$ cat config.mk
export PLATFORM = sky130hd
export DESIGN_NAME = norm_wb
export DESIGN_NICKNAME = d
export VERILOG_FILES = /design/src/rtl/norm_wb.sv
export SDC_FILE = /design/constraint.sdc
export NUM_CORES = 1
export LEC_CHECK = 0
export ABC_CLOCK_PERIOD_IN_PS = 14400
export BUFFER_PORTS_ARGS = -buffer_cell sky130_fd_sc_hd__buf_4
export CORE_MARGIN = 3
export CORE_UTILIZATION = 30
export CTS_CLUSTER_DIAMETER = 50
export DETAILED_ROUTE_END_ITERATION = 10
export HOLD_SLACK_MARGIN = 0.15
export SLEW_MARGIN = 20
export SYNTH_ARGS = -nofsm -noshare
export SYNTH_HDL_FRONTEND = slang
export SYNTH_SLANG_ARGS = --single-unit
$ cat constraint.sdc
create_clock -name clk -period 14.4 [get_ports clk]
set_clock_uncertainty 0.2 [all_clocks]
set_input_delay 2.88 -clock clk [delete_from_list [all_inputs] [get_ports clk]]
set_output_delay 2.88 -clock clk [all_outputs]
set_load 0.05 [all_outputs]
$ cat src/rtl/norm_wb.sv
// rtl/norm_wb.sv - normalized-row write-back: compress, buffer, burst-write to SRAM.
// Define NORM_WB_SAT_EN for unsigned saturation of each word; otherwise words are truncated.
module norm_wb #(
  parameter int col     = 8,
  parameter int bw_psum = 20,
  parameter int bw_out  = 8,
  parameter int depth   = 4,
  parameter int addr_w  = 4
) (
  input  logic                     clk,
  input  logic                     reset,
  input  logic                     clk_en,
  input  logic                     in_valid,
  input  logic [col*bw_psum-1:0]   sfp_in,
  output logic                     in_ready,
  input  logic                     start,
  input  logic [addr_w-1:0]        base_addr,
  input  logic [addr_w:0]          row_count,
  input  logic                     mem_ready,
  output logic                     mem_wen,
  output logic [addr_w-1:0]        mem_addr,
  output logic [col*bw_out-1:0]    mem_data,
  output logic                     busy,
  output logic                     done,
  output logic                     overflow
);

  localparam int ptr_w = $clog2(depth) + 1;
  localparam logic [addr_w:0] one_row = 1;

  typedef enum logic [1:0] {IDLE, RUN, FIN} state_t;

  state_t                  state, state_nx;
  logic [ptr_w-1:0]        wr_ptr, rd_ptr;
  logic [col*bw_out-1:0]   fifo_mem [depth];
  logic [col*bw_out-1:0]   row_c;
  logic                    full, empty, push, pop, drop;
  logic [addr_w-1:0]       addr;
  logic [addr_w:0]         remaining;
  logic                    done_nx;

  // Word-wise compression of the incoming row before it is buffered.
`ifdef NORM_WB_SAT_EN
  always_comb begin
    row_c = '0;
    for (int k = 0; k < col; k++) begin
      if (|sfp_in[bw_psum*k+bw_out +: bw_psum-bw_out])
        row_c[bw_out*k +: bw_out] = '1;
      else
        row_c[bw_out*k +: bw_out] = sfp_in[bw_psum*k +: bw_out];
    end
  end
`else
  logic unused_hi;
  always_comb begin
    row_c     = '0;
    unused_hi = 1'b0;
    for (int k = 0; k < col; k++) begin
      row_c[bw_out*k +: bw_out] = sfp_in[bw_psum*k +: bw_out];
      unused_hi = unused_hi ^ (^sfp_in[bw_psum*k+bw_out +: bw_psum-bw_out]);
    end
  end
`endif

  assign empty    = (wr_ptr == rd_ptr);
  assign full     = (wr_ptr[ptr_w-1] != rd_ptr[ptr_w-1]) &&
                    (wr_ptr[ptr_w-2:0] == rd_ptr[ptr_w-2:0]);
  assign in_ready = !full;

  // A pop frees the slot the same edge, so a push at full is still accepted.
  assign pop  = clk_en && (state == RUN) && !empty && mem_ready;
  assign push = clk_en && in_valid && (!full || pop);
  assign drop = clk_en && in_valid && full && !pop;

  always_ff @(posedge clk) begin
    if (push)
      fifo_mem[wr_ptr[ptr_w-2:0]] <= row_c;
  end

  always_ff @(posedge clk or posedge reset) begin
    if (reset) begin
      wr_ptr    <= '0;
      rd_ptr    <= '0;
      overflow  <= 1'b0;
      mem_wen   <= 1'b0;
      mem_addr  <= '0;
      mem_data  <= '0;
      addr      <= '0;
      remaining <= '0;
      done      <= 1'b0;
    end else if (clk_en) begin
      if (push)
        wr_ptr <= wr_ptr + 1'b1;
      if (pop)
        rd_ptr <= rd_ptr + 1'b1;
      if (drop)
        overflow <= 1'b1;
      mem_wen <= pop;
      if (pop) begin
        mem_addr <= addr;
        mem_data <= fifo_mem[rd_ptr[ptr_w-2:0]];
      end
      done <= done_nx;
      if (state == IDLE && start) begin
        addr      <= base_addr;
        remaining <= row_count;
      end else if (pop) begin
        addr      <= addr + 1'b1;
        remaining <= remaining - 1'b1;
      end
    end
  end

  always_ff @(posedge clk or posedge reset) begin
    if (reset)
      state <= IDLE;
    else if (clk_en)
      state <= state_nx;
  end

  always_comb begin
    state_nx = state;
    case (state)
      IDLE: if (start) state_nx = (row_count == '0) ? FIN : RUN;
      RUN:  if (pop && remaining == one_row) state_nx = FIN;
      FIN:  state_nx = IDLE;
      default: state_nx = IDLE;
    endcase
  end

  // done is registered off FIN so it lands one cycle after the last write strobe.
  always_comb begin
    busy    = (state == RUN);
    done_nx = (state == FIN);
  end

endmodule

==> results of run 1 <==
sequential cells by signal, indices dropped and copies added (netlist names):
name / count
addr: 4
done: 1
fifo_mem: 256
mem_addr: 4
mem_data: 64
mem_wen: 1
overflow: 1
rd_ptr: 3
remaining: 5
state: 2
wr_ptr: 3
metal layers:
layer  vias to the layer above  track usage (%)  wire length [um]
met5                         -                0                 0
met4                         0             3.59               597
met3                        44             4.27              1860
met2                       163             21.1             14100
met1                      3532             16.4             12300
li1                       3101                -                 -
Yosys cell counts (all sizes together) (5+ instances only):
library cell  number  area share (%)
a21oi              5            0.22
buf               26             1.2
clkbuf             7            0.21
dfrtp             88              17
edfxtp           256              59
ha                 8            0.77
inv                9            0.26
mux4              64              11
nand2            200             5.8
nand3              7            0.27
nor2               7            0.33
xnor2              5            0.34
metrics by stage:
| step | instance area, sq um | std cells | setup slack, ps | total power [mW] | hold WS (ps) |
|---|---|---|---|---|---|
| 2_1_floorplan | 13000 | 731 | 7310 | 2.18 | 298 |
| 3_3_place_gp | 14800 | 1436 | 8920 | 2.51 | 256 |
| 3_5_place_dp | 14800 | 1436 | 8900 | 2.53 | 263 |
| 4_1_cts | 16200 | 1516 | 8930 | 3.60 | 277 |
| 5_1_grt | 16200 | 1516 | 8850 | 3.73 | 300 |
| 6_report | 16200 | 1516 | 9020 | 3.53 | 271 |
area by class of cell:
class | instances | area [sq um] | area share [%]
clock buffer | 57 | 1200 | 7.42
clock inverter | 23 | 221 | 1.37
inverter | 9 | 36.3 | 0.224
multi-input combinational | 345 | 2890 | 17.9
sequential | 344 | 9900 | 61.2
tap | 577 | 722 | 4.46
timing repair buffer | 161 | 1210 | 7.47
power by group:
group	total, mW	switching, mW	leakage [nW]	internal [mW]
clock	1.05	0.420	0.699	0.634
sequential	1.37	0.103	3.39	1.27
combinational	1.10	0.714	2.08	0.389
total	3.53	1.24	6.17	2.29
path summary, 6_finish.rpt:
path	startpoint	to	slack (ps)	depth (start not counted)
worst max-delay path	rd_ptr[1]$_DFFE_PP0P_	in_ready	9020	4
max in group asynchronous	reset	rd_ptr[0]$_DFFE_PP0P_	10500	3
worst min-delay path	mem_data[0]$_DFFE_PP0P_	mem_data[0]$_DFFE_PP0P_	270	2
min in group asynchronous	reset	mem_data[3]$_DFFE_PP0P_	2200	2
worst max register to register	rd_ptr[1]$_DFFE_PP0P_	fifo_mem[3][18]$_DFFE_PP_	10880	4
worst min register to register	mem_data[0]$_DFFE_PP0P_	mem_data[0]$_DFFE_PP0P_	270	2
placed cells by master (no fill, tap or decap), drive strengths merged:
master and n:
xnor2 5, and2 3, a41o 2, a21o 2
and4b 1, nor3b 2, edfxtp 256, nand2 200
a31o 1, nand4bb 1, dfrtp 88, o22ai 3
nor2b 2, xor2 4, ha 8, inv 14
or3b 1, nand3 7, o31a 2, nand4 1
o32ai 1, a211oi 3, o211ai 1, clkinv 14
o31ai 2, nor2 7, buf 161, a21oi 5
nor4 1, bufinv 2, clkinvlp 2, nor3 4
a31oi 2, a221o 3, a22oi 1, o311ai 1
mux4 64, mux2 4, clkbuf 57, a221oi 1
cells by family after synthesis:
| kind of cell | synth area share (%) |
|---|---|
| DFF | 76.2 |
| and+or+nand+nor | 7.28 |
| muxes | 11.5 |
| buffers and inverters | 1.67 |
| AOI/OAI and AO/OA | 1.98 |
| xor gates and xnor gates | 0.608 |
| adders and majority gates | 0.772 |
worst max-delay path, delay by kind of cell (launching register included):
kind | cells | cell delay, ps
and+or+nand+nor | 1 | 490
DFF | 1 | 670
buffers and inverters | 2 | 300
xor gates and xnor gates | 1 | 300
==> out/summary.txt, run 1 <==
status = completed
Min-Delay Path Class = flop to flop
worst skew pair latency = 540 ps
endpoints failing setup = 0
pin count of the biggest net entering global routing = 59
Die W = 214 um
critical-path cell list = xor2_1, nor3_2, inv_1, buf_4
H-Tree Depth = 2
Worst IR Drop VDD = 0.127 mV
Vias/cell = 4.51
Post-synth EDFFs = 256
fmax = 186 MHz
core area = 42,300 sq um
initial cell density of the core = 30.7%
Final HPWL DP = 16.1 mm
area of the mapped netlist = 13,000 sq um
Synthesized Nets = 914
count of pins over their slew limit = 0
Final Hold Fails = 0
TritonCTS buffer count = 44
vias in the first global route = 7,460
initial antenna violation count = 0
CTS tree = built
Routability Congestion = 0.724
CP Max Fanout = 25
GRT Util Overall = 12.9%
CTS clk-pin slew, worst paths = 50 ps
CP endpoint kind = primary output
sum of negative setup slack = 0 ps
flops & latches, synth = 344
P&R area growth vs syn = 24.7%
Iter 0 DRT Violations = 395
Yosys cell types = 47
drt pass-1 iters = 4
sequential-to-total area share from yosys stat = 76.2%
WL final = 28.8 mm
Top Ports = 248
setup bufs post-CTS = 0
Slew headroom = 33.4%
Worst Tran Pin Value = 997 ps
Largest stage delay, worst path = 670 ps
DR WL/cell = 19.0 um
Max Cap Viol = 0
WS Path Type = flop to primary output
Overflow after GRT = 0
Critical-path top delay cell = dfrtp_4
ANT nets after route = 0
Die Y = 214 um
WP data arrival = 2300 ps
post-layout minimum cycle time = 5380 ps
PostCTS Resize Cnt = 0
leak pwr = 6.17 nW
Gate Count Post-Synth = 731
nets@finish = 1,088
Finished Core Util = 38.2%
layout cell share with drive strength beyond 1 = 33.5%
hold_buf cts = 0
Worst setup SP type = flop
Avg Inst Size Synth = 17.7 sq um
Synth Warn # = 0
first-pass GRT wire length = 45.5 mm
fillers = 3,899
Antenna diodes = 0
Port Buffers = 151
ys async rst share = 25.6%
power per cell area = 218 nW/um^2
clock buffer depth = 3
fin crit share = 37.4%
Main synth FF type = edfxtp_1
# DRC = 0
Die Footprint = 45,800 sq um
Via Count = 6,840
CTS root buffer = clkbuf_16
CP required = 11,320 ps
RSZ-0062 raised after global routing = false
Sink Count = 344
row count = 75
Power figures use the tool's default switching activity.
==> run 2: changes to the inputs <==
--- a/config.mk
+++ b/config.mk
@@ -5,7 +5,7 @@
 export SDC_FILE = /design/constraint.sdc
 export NUM_CORES = 1
 export LEC_CHECK = 0
-export ABC_CLOCK_PERIOD_IN_PS = 14400
+export ABC_CLOCK_PERIOD_IN_PS = 5300
 export BUFFER_PORTS_ARGS = -buffer_cell sky130_fd_sc_hd__buf_4
 export CORE_MARGIN = 3
 export CORE_UTILIZATION = 30
==> constraint.sdc (replaced) <==
create_clock -name clk -period 5.3 [get_ports clk]
set_clock_uncertainty 0.2 [all_clocks]
set_input_delay 1.06 -clock clk [delete_from_list [all_inputs] [get_ports clk]]
set_output_delay 1.06 -clock clk [all_outputs]
set_load 0.05 [all_outputs]
==> out/summary.txt, run 2 (synthesis results as in run 1) <==
fmax = 289 MHz
Max Cap Viol = 0
post-layout minimum cycle time = 3460 ps
Top Ports = 248
clock buffer depth = 3
layout cell share with drive strength beyond 1 = 34.0%
CP Max Fanout = 20
worst skew pair latency = 560 ps
Vias/cell = 4.47
core area = 42,300 sq um
H-Tree Depth = 2
ANT nets after route = 0
Slew headroom = 32.4%
first-pass GRT wire length = 45.5 mm
initial antenna violation count = 0
CTS clk-pin slew, worst paths = 50 ps
leak pwr = 6.22 nW
Port Buffers = 151
Sw Ratio = 34.7%
hold_buf cts = 0
P_sw = 3.36 mW
CTS tree = built
CTS root buffer = clkbuf_16
initial cell density of the core = 30.7%
Antenna diodes = 0
Worst setup SP type = flop
RSZ-0062 raised after global routing = false
Layout Cells excl Fill = 1,522
Final Hold Fails = 0
WP data arrival = 2200 ps
Die Y = 214 um
vias in the first global route = 7,455
WL final = 28.8 mm
drt pass-1 iters = 6
Min-Delay Path Class = flop to flop
Overflow after GRT = 0
power per cell area = 596 nW/um^2
cell internal pwr = 6.33 mW
row count = 75
sum of negative setup slack = 0 ps
Critical Path Start = rd_ptr[1]$_DFFE_PP0P_
pre-CTS setup slack = 1800 ps
count of pins over their slew limit = 0
Final HPWL DP = 16.4 mm
P&R area growth vs syn = 25.5%
status = completed
most common cell after layout, fill and taps aside = edfxtp_1
Iter 0 DRT Violations = 269
CP required = 4040 ps
Worst IR Drop VDD = 0.320 mV
Finished Core Util = 38.5%
Die W = 214 um
nets@finish = 1,093
fin crit share = 65.3%
pin count of the biggest net entering global routing = 59
most frequent cells in the layout = edfxtp_1 (256), nand2_1 (200), buf_4 (165)
placed insts = 1,441
max reg flops = 256
combinational fraction of design power = 31.1%
worst setup margin = 1840 ps
Seq pwr share = 38.4%
CP endpoint kind = primary output
reg2reg start = rd_ptr[1]$_DFFE_PP0P_
Routability Congestion = 0.717
endpoints failing setup = 0
WS Path Type = flop to primary output
fillers = 3,906
Sink Count = 344
PostCTS Resize Cnt = 0
Die Footprint = 45,800 sq um
Worst Tran Pin Value = 1010 ps
Via Count = 6,799
HP Start = mem_data[0]$_DFFE_PP0P_
Clock power frac = 30.5%
# DRC = 0
hold_ws = 274 ps
setup bufs post-CTS = 0
DR WL/cell = 18.9 um
GRT Util Overall = 12.9%
TritonCTS buffer count = 44
-- run 2: final cells by class --
| cell class | count | area [sq um] | share of cell area (%) |
|---|---|---|---|
| clock buffer | 59 | 1240 | 7.61 |
| inverter | 9 | 36.3 | 0.223 |
| multi-input combinational | 345 | 2890 | 17.8 |
| clock inverter | 22 | 233 | 1.43 |
| timing repair buffer | 166 | 1260 | 7.73 |
| tap | 577 | 722 | 4.44 |
| sequential | 344 | 9900 | 60.8 |
-- run 2: through the flow --
step                instance area [sq um]  power [mW]
floorplan                           13000        5.91
finish                              16300        9.69
CTS                                 16300        9.90
global placement                    14800        6.84
detailed placement                  14800        6.87
global route                        16300        10.2
-- run 2: critical path, stage by stage, from the launching register on --
cell and delay, ps:
dfrtp_4 640, xor2_1 280, nor3_2 450, inv_1 90, buf_4 200
-- run 2: metal layers --
layer  vias up  wire length (um)  global-route usage, %
li1       3111                 -                      -
met1      3482             12800                   17.0
met2       161             13700                   20.7
met3        45              1600                   3.13
met4         0               727                   4.62
met5         -                 0                      0
-- run 2: power by group through the flow --
| stage | clock, mW | sequential, mW | combinational [mW] |
|---|---|---|---|
| after floorplan | 0 | 4.58 | 1.33 |
| after global placement | 0 | 3.76 | 3.07 |
| after detailed placement | 0 | 3.79 | 3.09 |
| after global routing | 3.17 | 3.79 | 3.26 |
| final | 2.96 | 3.72 | 3.01 |
| after CTS | 3.06 | 3.74 | 3.10 |
-- run 2: path summary, 6_finish.rpt --
kind | endpoint | slack, ps | depth (start not counted)
worst max-delay path | in_ready | 1840 | 4
worst min-delay path | mem_data[0]$_DFFE_PP0P_ | 270 | 2
worst max register to register | fifo_mem[2][15]$_DFFE_PP_ | 2070 | 5
worst min register to register | mem_data[0]$_DFFE_PP0P_ | 270 | 2
max in group asynchronous | mem_data[63]$_DFFE_PP0P_ | 3630 | 3
min in group asynchronous | mem_data[25]$_DFFE_PP0P_ | 380 | 2
==> run 3: changes to the inputs <==
--- a/config.mk
+++ b/config.mk
@@ -5,7 +5,7 @@
 export SDC_FILE = /design/constraint.sdc
 export NUM_CORES = 1
 export LEC_CHECK = 0
-export ABC_CLOCK_PERIOD_IN_PS = 5300
+export ABC_CLOCK_PERIOD_IN_PS = 3500
 export BUFFER_PORTS_ARGS = -buffer_cell sky130_fd_sc_hd__buf_4
 export CORE_MARGIN = 3
 export CORE_UTILIZATION = 30
==> constraint.sdc (replaced) <==
create_clock -name clk -period 3.5 [get_ports clk]
set_clock_uncertainty 0.2 [all_clocks]
set_input_delay 0.7 -clock clk [delete_from_list [all_inputs] [get_ports clk]]
set_output_delay 0.7 -clock clk [all_outputs]
set_load 0.05 [all_outputs]
==> out/summary.txt, run 3 (synthesis results as in run 1) <==
status = completed
clock buffer depth = 3
CTS clk-pin slew, worst paths = 60 ps
most frequent cells in the layout = edfxtp_1 (256), nand2_1 (200), buf_4 (162)
post-layout minimum cycle time = 2960 ps
nets@finish = 1,161
core area = 42,300 sq um
layout cell share with drive strength beyond 1 = 31.7%
worst setup margin = 541 ps
drt pass-1 iters = 4
area of the multi-input gates = 2890 sq um
Die Footprint = 45,800 sq um
CP required = 2600 ps
HP Start = base_addr[3]
Routability Congestion = 0.709
hold_ws = 192 ps
WL final = 28.2 mm
worst skew pair latency = 550 ps
pre-CTS setup slack = 681 ps
sum of negative setup slack = 0 ps
P&R area growth vs syn = 30.8%
initial cell density of the core = 30.7%
Worst setup SP type = flop
Antenna diodes = 0
pin count of the biggest net entering global routing = 66
Max Cap Viol = 0
Die W = 214 um
Port Buffers = 151
CP Max Fanout = 10
reg2reg start = rd_ptr[0]$_DFFE_PP0P_
sequential cell area = 9900 sq um
Top Ports = 248
DR WL/cell = 17.7 um
CTS root buffer = clkbuf_16
Via Count = 7,055
H-Tree Depth = 2
Iter 0 DRT Violations = 390
TritonCTS buffer count = 43
Die Y = 214 um
# DRC = 0
GRT Util Overall = 12.5%
Slew headroom = 30.5%
Min-Delay Path Class = primary input to flop
most common cell after layout, fill and taps aside = edfxtp_1
WP data arrival = 2060 ps
Final HPWL DP = 16.5 mm
R2R setup slack = 730 ps
Vias/cell = 4.44
vias in the first global route = 7,569
count of pins over their slew limit = 0
fmax = 338 MHz
Min-Delay Path Depth = 2
Sink Count = 344
fin crit share = 84.6%
Worst IR Drop VDD = 0.646 mV
r2r worst-path depth = 5
row count = 75
Worst Tran Pin Value = 1040 ps
power per cell area = 858 nW/um^2
WS Path Type = flop to primary output
endpoints failing setup = 0
capture point of the worst reg-to-reg path = fifo_mem[1][39]$_DFFE_PP_
ANT nets after route = 0
Overflow after GRT = 0
fillers = 3,838
RSZ-0062 raised after global routing = false
setup bufs post-CTS = 0
first-pass GRT wire length = 44.8 mm
Worst Hold Path EP = addr[3]$_DFFE_PP0P_
CP endpoint kind = primary output
max reg flops = 256
Final Hold Fails = 0
CTS tree = built
initial antenna violation count = 0
leak pwr = 6.49 nW
-- run 3: cell count changes in the layout (fill, tap and decap cells not counted), sizes merged --
cell,delta
dlygate4sd3,+66
clkbuf,-7
clkinv,+7
buf,+3
bufinv,-1
clkinvlp,+1
inv,-1
-- run 3: power by group --
part	switching (mW)	internal [mW]
logic	2.96	1.71
registers	0.386	5.23
clock network	1.74	2.53
-- run 3: final cells by class --
cell class	instances	area share, %
Tap cell	577	4.25
Clock inverter	28	1.56
Multi-Input combinational cell	345	17.0
Timing Repair Buffer	235	11.9
Inverter	9	0.214
Sequential cell	344	58.3
Clock buffer	52	6.72
-- run 3: how the worst max path moves through the flow --
stage,start,cells after the start,endpoint
after floorplan,state[1]$_DFFE_PP0P_,4,fifo_mem[3][0]$_DFFE_PP_
after global placement,rd_ptr[0]$_DFFE_PP0P_,5,fifo_mem[1][27]$_DFFE_PP_
after detailed placement,rd_ptr[0]$_DFFE_PP0P_,5,fifo_mem[1][27]$_DFFE_PP_
after CTS,rd_ptr[0]$_DFFE_PP0P_,4,in_ready
after global routing,rd_ptr[0]$_DFFE_PP0P_,4,in_ready
final,rd_ptr[0]$_DFFE_PP0P_,4,in_ready
-- run 3: timing repair --
action / in CTS / in global routing
setup endpoints to repair: 0 / 0
endpoints found under the hold margin: 301 / 0
hold buffers: 66 / 0
resized for setup: 0 / 0
-- run 3: layer usage --
metal	global-route usage (%)	routed length, um	vias up
met3	3.04	1430	41
met4	4.22	594	0
met2	20.2	13500	165
met1	16.7	12600	3594
li1	-	-	3255
met5	0	0	-
-- run 3: through the flow --
stage	total power, mW	utilization [%]	area, sq um	cells
final	14.6	40.1	17000	1590
after global routing	15.3	40.1	17000	1590
after CTS	14.8	40.1	17000	1590
after detailed placement	10.4	35.2	14900	1444
after global placement	10.4	35.2	14900	1444
after floorplan	8.94	-	13000	731
-- run 3: worst max-delay path, cell delays in order (launching register included) --
cell and delay (ps):
dfrtp_4 570, xor2_1 250, nor3_2 420, inv_1 80
buf_4 200
